<file path="src/rtl/fpu_bus_if.sv">
// Byte-wide chip-select/strobe register interface between the host CPU and the FPU core.
// Assembles operands and opcode, issues a one-cycle start, latches the result and holds cmd_end until acknowledged.
module fpu_bus_if #(
   parameter int OP_W = 4
) (
   input  logic            clk,
   input  logic            arst,
   input  logic [7:0]      databus_in,
   output logic [7:0]      databus_out,
   input  logic [3:0]      addr,
   input  logic            cs,
   input  logic            rd,
   input  logic            wr,
   input  logic            end_ack,
   output logic            cmd_end,
   output logic            busy,
   output logic [31:0]     operand_a,
   output logic [31:0]     operand_b,
   output logic [OP_W-1:0] operation,
   output logic            start,
   input  logic            core_done,
   input  logic [31:0]     core_result
);

   typedef enum logic [1:0] {
      IDLE = 2'd0,
      RUN  = 2'd1,
      DONE = 2'd2
   } state_t;

   state_t      state;
   state_t      state_next;
   logic        wr_q;
   logic        write_event;
   logic        start_accept;
   logic [31:0] result;

   // A write is the falling edge of wr as seen on the clock, so a long strobe writes once.
   assign write_event  = !cs && !wr && wr_q;
   assign start_accept = write_event && (addr == 4'h9) && (state == IDLE);

   assign busy    = (state == RUN);
   assign cmd_end = (state == DONE);

   // NOTE: sequential state uses non-blocking assignments so every register samples pre-edge values.
   always_ff @(posedge clk or posedge arst) begin
      if (arst) begin
         state <= IDLE;
      end else begin
         state <= state_next;
      end
   end

   // NOTE: next state defaults to the current state first, so no path can infer a latch.
   always_comb begin
      state_next = state;
      case (state)
         IDLE:    if (start_accept) state_next = RUN;
         RUN:     if (core_done)    state_next = DONE;
         DONE:    if (end_ack)      state_next = IDLE;
         default:                   state_next = IDLE;
      endcase
   end

   always_ff @(posedge clk or posedge arst) begin
      if (arst) begin
         wr_q      <= 1'b1;
         start     <= 1'b0;
         operand_a <= '0;
         operand_b <= '0;
         operation <= '0;
         result    <= '0;
      end else begin
         wr_q  <= wr;
         start <= start_accept;
         // Operands are frozen while the core is running.
         if (write_event && (state != RUN)) begin
            case (addr)
               4'h0:    operand_a[7:0]   <= databus_in;
               4'h1:    operand_a[15:8]  <= databus_in;
               4'h2:    operand_a[23:16] <= databus_in;
               4'h3:    operand_a[31:24] <= databus_in;
               4'h4:    operand_b[7:0]   <= databus_in;
               4'h5:    operand_b[15:8]  <= databus_in;
               4'h6:    operand_b[23:16] <= databus_in;
               4'h7:    operand_b[31:24] <= databus_in;
               4'h8:    operation        <= databus_in[OP_W-1:0];
               default: ;
            endcase
         end
         if ((state == RUN) && core_done) begin
            result <= core_result;
         end
      end
   end

   always_comb begin
      databus_out = 8'h00;
      if (!cs && !rd) begin
         case (addr)
            4'h0:    databus_out = operand_a[7:0];
            4'h1:    databus_out = operand_a[15:8];
            4'h2:    databus_out = operand_a[23:16];
            4'h3:    databus_out = operand_a[31:24];
            4'h4:    databus_out = operand_b[7:0];
            4'h5:    databus_out = operand_b[15:8];
            4'h6:    databus_out = operand_b[23:16];
            4'h7:    databus_out = operand_b[31:24];
            4'h8:    databus_out = 8'(operation);
            4'h9:    databus_out = result[7:0];
            4'hA:    databus_out = result[15:8];
            4'hB:    databus_out = result[23:16];
            4'hC:    databus_out = result[31:24];
            default: databus_out = 8'h00;
         endcase
      end
   end

endmodule
</file>
<file path="config.mk">
export PLATFORM = sky130hd
export DESIGN_NAME = fpu_bus_if
export DESIGN_NICKNAME = d
export VERILOG_FILES = /design/src/rtl/fpu_bus_if.sv
export SDC_FILE = /design/constraint.sdc
export NUM_CORES = 1
export LEC_CHECK = 0
export CAP_MARGIN = 10
export CORE_UTILIZATION = 55
export CTS_BUF_LIST = sky130_fd_sc_hd__clkbuf_8
export DETAILED_ROUTE_END_ITERATION = 7
export HOLD_SLACK_MARGIN = 0.06
export PLACE_DENSITY = 0.95
export SLEW_MARGIN = 20
export SYNTH_ARGS = -nofsm -noshare
export SYNTH_HDL_FRONTEND = slang
export SYNTH_SLANG_ARGS = --single-unit
</file>
<file path="constraint.sdc">
create_clock -name clk -period 5.35 [get_ports clk]
set_input_delay 0.8025 -clock clk [delete_from_list [all_inputs] [get_ports clk]]
set_output_delay 0.8025 -clock clk [all_outputs]
set_load 0.05 [all_outputs]
</file>
==> results.sh, run 1 <==
export IMPL_antenna_found_initial=0
export IMPL_synth_edf_count=0
export IMPL_finalPower_mw=2.17
export IMPL_drive_gt1_share_pct=31.7
export IMPL_worstHoldPathCells=1
export IMPL_syn2layout_area_growth_pct=32.0
export IMPL_holdWs_ns=0.481
export IMPL_r2r_end="result[15]"
export IMPL_synth_seq_cells=104
export IMPL_dieArea_sq_mm=0.00950
export IMPL_met1_usage_pct=43.0
export IMPL_yosys_most_used_dff="dfrtp_1"
export IMPL_final_cell_area_sq_mm=0.00661
export IMPL_maxCapViolations=0
export IMPL_power_density_mw_per_mm2=328
export IMPL_clk_latency_ns=0.37
export IMPL_grt_pass1_wl_microns=22400
export IMPL_ir_worst_vdd_v=0.000213
export IMPL_clk_path_buf_depth=2
export IMPL_fin_util_pct=75.5
export IMPL_tightest_slew_ns=0.841
export IMPL_cts_max_level=3
export IMPL_routed_wl_microns=14100
export IMPL_critPathLaunchType="input pin"
export IMPL_ff2ff_setup_slack_ns=3.01
export IMPL_synth_cell_type_count=55
export IMPL_drt_initial_drc_count=302
export IMPL_grt_met3_usage_pct=4.96
export IMPL_regToRegStartpoint="state[0]"
export IMPL_max_freq_ghz=0.221
export IMPL_final_cell_mix="124 x clkdlybuf4s50_1, 105 x mux2_2, 103 x dfrtp_1"
export IMPL_port_buffers=129
export IMPL_p_leak_nw=2.98
export IMPL_slew_violations=0
export IMPL_cts_resized=0
export IMPL_skew_ns=0.0177
export IMPL_setup_worst_path_class="input pin to output pin"
export IMPL_worst_path_max_fanout=16
export IMPL_synth_nets=433
export IMPL_ios=130
export IMPL_routed_via_count=3817
export IMPL_hold_violations=0
export IMPL_grt_pass1_vias=4036
export IMPL_grt_usage_pct=31.0
export IMPL_routedWlPerCell_microns=22.7
export IMPL_cts_root_buffer="clkbuf_8"
export IMPL_max_slew_margin_pct=43.7
export IMPL_setup_violations=0
export IMPL_cts_sinks=104
export IMPL_nNetsFinal=561
export IMPL_status="finished, final reports clean"
export IMPL_clkSlewWorstSetupHoldPaths_ns=0.09
export IMPL_worstHoldStart="state[1]"
export IMPL_die_w_microns=97.5
export IMPL_ff2ff_path_depth=4
export IMPL_gr_max_usage_layer="met2"
export IMPL_ys_warn_count=0
export IMPL_cp_required_ns=4.55
export IMPL_synth_area_sq_mm=0.00501
export IMPL_holdCritPathClass="flop to flop"
export IMPL_layout_commonest_cell="clkdlybuf4s50_1"
export IMPL_numCtsBuffers=9
export IMPL_synthCells=382
export IMPL_use_met2_pct=48.3
export IMPL_yosysSeqAreaShare_pct=52.0
export IMPL_dr_pass1_iters=6
export IMPL_post_cts_buffers=0
export IMPL_arrival_ns=3.71
export IMPL_finalCriticalPeriod_ns=4.52
export IMPL_place_gp_congestion=0.890
export IMPL_rsz0062_at_grt="no"
export IMPL_end_kind="output pin"
export IMPL_drc_errors=0
export IMPL_antenna_cells=0
export IMPL_avgSynthCellArea_sq_um=13.1
export IMPL_rows=34
export IMPL_initial_core_util_pct=57.2
export IMPL_via_per_inst=6.13
export IMPL_grt_ovfl_total=0
export IMPL_place_area_sq_mm=0.00640
export IMPL_coreArea_sq_mm=0.00876
export IMPL_async_reset_ff_share_pct=100
export IMPL_final_setup_tns_ns=0
export IMPL_die_h_microns=97.5
export IMPL_cts_hold_buffers=0
export IMPL_worstHoldEndpoint="state[0]"
export IMPL_cts_tree="built"
export IMPL_grt_max_degree=59
export IMPL_final_antenna_net_count=0
export IMPL_period_share_pct=84.4
export IMPL_dp_hpwl_microns=10000
[cells by family after synthesis]
| kind of cell | count (synthesis) | share of synthesized area [%] |
|---|---|---|
| compound gates | 51 | 7.32 |
| simple gates | 71 | 8.91 |
| mux | 128 | 29.3 |
| buf+inv | 28 | 2.52 |
| flops | 104 | 52.0 |
[routing by layer]
layer,up-vias,part of all wire [%]
met1,1917,42
met2,195,48
met5,-,0
li1,1672,-
met4,0,3.2
met3,33,6.7
[critical path: stages]
cell	delay, ns
clkdlybuf4s50_1	0.89
inv_1	0.45
nor4b_1	0.36
o31ai_1	0.11
a31oi_1	0.23
clkdlybuf4s50_1	0.84
[synth_stat cells (2+ instances only)]
cell type | number | area [sq um]
and3b_1 | 2 | 17.5
nor4bb_1 | 2 | 20.0
or2_2 | 4 | 25.0
mux4_2 | 4 | 90.1
buf_2 | 14 | 70.1
mux2_2 | 105 | 1180
o211ai_1 | 3 | 22.5
inv_1 | 6 | 22.5
mux2i_1 | 15 | 150
or3b_2 | 2 | 17.5
nand2_2 | 8 | 50.1
mux2_1 | 4 | 45.0
a31o_2 | 3 | 26.3
nand2_1 | 9 | 33.8
a21oi_1 | 8 | 40.0
nor2_1 | 9 | 33.8
nand3b_1 | 3 | 22.5
dfrtp_1 | 103 | 2580
nand4b_1 | 2 | 17.5
o21ai_0 | 6 | 30.0
a221oi_1 | 2 | 17.5
nor2b_1 | 7 | 43.8
a311oi_1 | 2 | 17.5
a31oi_1 | 9 | 56.3
and3_1 | 4 | 25.0
nand2b_1 | 3 | 18.8
nor3_1 | 3 | 15.0
nand3_1 | 6 | 30.0
clkbuf_1 | 6 | 22.5
a32oi_1 | 2 | 17.5
o22ai_1 | 2 | 12.5
[power by group]
group / switching [mW] / total, mW / leakage (nW) / internal [mW]
registers: 0.0869 / 0.977 / 1.38 / 0.890
logic: 0.400 / 0.668 / 1.48 / 0.268
clock network: 0.285 / 0.522 / 0.109 / 0.237
total: 0.772 / 2.17 / 2.98 / 1.40
[through the flow]
stage                     setup slack, ns  instances
final                               0.835        623
after global routing                0.724        623
after CTS                           0.845        623
after detailed placement            0.858        607
after global placement              0.861        607
after floorplan                      1.64        382
[state kept, by name, indices dropped and copies added, names as in the netlist]
| signal | flops |
|---|---|
| operation | 4 |
| result | 32 |
| operand_b | 32 |
| wr_q | 1 |
| start | 1 |
| operand_a | 32 |
| state | 2 |
[final cells by class]
type                       count  area [sq um]
clock inverter                 6          76.3
fill                         585          2150
clock buffer                  10           138
inverter                       6          25.0
multi-input combinational    250          2280
tap                          108           135
sequential                   104          2600
timing repair buffer         139          1350
[how the worst max path moves through the flow]
stage,to,slack [ns],start
floorplan,databus_out[5],1.64,addr[2]
global placement,databus_out[2],0.86,addr[2]
detailed placement,databus_out[2],0.86,addr[2]
CTS,databus_out[2],0.85,addr[2]
global route,databus_out[2],0.72,addr[2]
finish,databus_out[2],0.83,addr[2]
Note: power is estimated with default switching activity, not from simulation.
==> run 2, diff against run 1 <==
--- a/config.mk
+++ b/config.mk
@@ -6,11 +6,11 @@
 export NUM_CORES = 1
 export LEC_CHECK = 0
 export CAP_MARGIN = 10
-export CORE_UTILIZATION = 55
+export CORE_UTILIZATION = 46
 export CTS_BUF_LIST = sky130_fd_sc_hd__clkbuf_8
 export DETAILED_ROUTE_END_ITERATION = 7
 export HOLD_SLACK_MARGIN = 0.06
-export PLACE_DENSITY = 0.95
+export PLACE_DENSITY = 0.91
 export SLEW_MARGIN = 20
 export SYNTH_ARGS = -nofsm -noshare
 export SYNTH_HDL_FRONTEND = slang
==> constraint.sdc (replaced) <==
create_clock -name clk -period 3.6 [get_ports clk]
set_input_delay 0.54 -clock clk [delete_from_list [all_inputs] [get_ports clk]]
set_output_delay 0.54 -clock clk [all_outputs]
set_load 0.05 [all_outputs]
==> results.sh, run 2 (synthesis results as in run 1) <==
export IMPL_path_buf_inv=3
export IMPL_via_per_inst=5.87
export IMPL_p_leak_nw=3.02
export IMPL_worstHoldStart="state[0]"
export IMPL_wl_met2_microns=6290
export IMPL_dieArea_sq_mm=0.0113
export IMPL_layout_commonest_cell="clkdlybuf4s50_1"
export IMPL_arrival_ns=2.82
export IMPL_numCtsBuffers=9
export IMPL_instances_no_fill=654
export IMPL_setup_violations=0
export IMPL_ff2ff_path_depth=4
export IMPL_port_buffers=129
export IMPL_clk_latency_ns=0.38
export IMPL_rsz0062_at_grt="no"
export IMPL_routedWlPerCell_microns=21.1
export IMPL_post_cts_buffers=0
export IMPL_die_h_microns=106
export IMPL_finalCriticalPeriod_ns=3.36
export IMPL_r2r_end="result[29]"
export IMPL_max_stage_delay_ns=0.68
export IMPL_p_sw_mw=1.15
export IMPL_dr_pass1_iters=5
export IMPL_drt_initial_drc_count=297
export IMPL_status="finished, final reports clean"
export IMPL_wl_met1_microns=6000
export IMPL_reg_largest_list="operand_a: 32 flops, operand_b: 32 flops, result: 32 flops"
export IMPL_cts_root_buffer="clkbuf_8"
export IMPL_cts_tree="built"
export IMPL_setup_worst_path_class="input pin to output pin"
export IMPL_clockPowerShare_pct=22.0
export IMPL_final_setup_tns_ns=0
export IMPL_max_freq_ghz=0.297
export IMPL_fin_util_pct=64.7
export IMPL_hold_violations=0
export IMPL_syn2layout_area_growth_pct=35.1
export IMPL_p_int_mw=2.00
export IMPL_final_cell_mix="121 x clkdlybuf4s50_1, 105 x mux2_2, 103 x dfrtp_1"
export IMPL_antenna_cells=0
export IMPL_coreArea_sq_mm=0.0105
export IMPL_grt_pass1_vias=3883
export IMPL_worstHoldEndpoint="start"
export IMPL_crit_top_cell="buf_12"
export IMPL_highest_layer="met4"
export IMPL_die_w_microns=106
export IMPL_slew_violations=0
export IMPL_ff2ff_setup_slack_ns=1.28
export IMPL_slowest_stage="clkdlybuf4s50_1"
export IMPL_initial_core_util_pct=47.9
export IMPL_ir_worst_vdd_v=0.000311
export IMPL_met3_length_microns=1090
export IMPL_final_antenna_net_count=0
export IMPL_nNetsFinal=565
export IMPL_holdWs_ns=0.491
export IMPL_routed_wl_microns=13800
export IMPL_max_slew_margin_pct=56.3
export IMPL_tightest_slew_ns=0.654
export IMPL_end_kind="output pin"
export IMPL_cts_max_level=3
export IMPL_grt_usage_pct=25.1
export IMPL_skew_ns=0.0127
export IMPL_holdCritPathClass="flop to flop"
export IMPL_maxCapViolations=0
export IMPL_place_gp_congestion=0.868
export IMPL_place_inst=639
export IMPL_critPathLaunchType="input pin"
export IMPL_cts_sinks=104
export IMPL_grt_pass1_wl_microns=21300
export IMPL_swShare_pct=36.4
export IMPL_critical_path_top_delay_family="buffers and inverters"
export IMPL_cts_resized=0
export IMPL_clk_path_buf_depth=2
export IMPL_power_density_mw_per_mm2=465
export IMPL_cp_required_ns=3.06
export IMPL_drive_gt1_share_pct=32.6
export IMPL_period_share_pct=93.4
export IMPL_crit_chain="clkdlybuf4s50_1 > buf_12 > mux2i_1 > o2bb2ai_1 > a2111oi_0 > o22ai_1 > buf_12"
export IMPL_finalPower_mw=3.15
export IMPL_grt_ovfl_total=0
export IMPL_worstHoldPathCells=1
export IMPL_rows=37
export IMPL_grt_max_degree=105
export IMPL_p_seq_share_pct=46.3
export IMPL_regToRegStartpoint="state[1]"
export IMPL_antenna_found_initial=0
export IMPL_drc_errors=0
export IMPL_clkSlewWorstSetupHoldPaths_ns=0.09
export IMPL_routed_via_count=3836
export IMPL_dp_hpwl_microns=9850
export IMPL_worst_path_max_fanout=35
export IMPL_cts_hold_buffers=0
export IMPL_p_comb_share_pct=31.7
export IMPL_ios=130
[run 2: cell count changes in the layout (fill, tap and decap cells not counted)]
cell,before,now
buf_12,0,10
clkbuf_8,10,9
buf_4,15,12
inv_6,1,3
clkinv_8,0,1
clkdlybuf4s50_1,124,121
clkinv_4,3,1
bufinv_16,1,0
[run 2: cell type report]
class	instances	area [sq um]
fillers	794	3690
multi-input cells	250	2280
flip-flops and latches	104	2600
clock inverters	6	62.6
inverters	6	25.0
repair buffers	143	1500
well taps	136	170
clock buffers	9	124
[run 2: through the flow]
step                cell area, sq um  worst slack, ns
floorplan                       5010            0.329
finish                          6770            0.236
global route                    6770            0.197
detailed placement              6580            0.276
CTS                             6770            0.257
global placement                6580            0.337
[run 2: power groups by stage]
stage	Clock, mW	Sequential [mW]	Combinational (mW)
5_1_grt	0.744	1.48	1.04
6_report	0.692	1.46	0.998
2_1_floorplan	0	1.78	0.288
3_5_place_dp	0	1.47	0.997
3_3_place_gp	0	1.47	0.982
4_1_cts	0.707	1.45	1.00
[run 2: per-layer routing]
metal | GRT usage [%] | vias up
li1 | - | 1683
met5 | 0 | -
met1 | 35.4 | 1903
met2 | 37.7 | 214
met3 | 4.78 | 36
met4 | 10.7 | 0
[run 2: worst reg2reg max path: cells and delay by family (launching register included)]
| family | cells | cell delay (ns) |
|---|---|---|
| DFF | 1 | 0.42 |
| buffers and inverters | 1 | 0.39 |
| muxes | 1 | 0.30 |
| and+or+nand+nor | 2 | 1.09 |
[run 2: worst max path at each step]
stage                       start              to  slack (ns)  cells after the start
after global routing      addr[0]  databus_out[3]        0.20                      7
after floorplan              arst    operand_a[0]        0.33                      1
after global placement    addr[0]  databus_out[7]        0.34                      7
after detailed placement  addr[0]  databus_out[3]        0.28                      7
after CTS                 addr[1]  databus_out[3]        0.26                      8
final                     addr[0]  databus_out[3]        0.24                      7
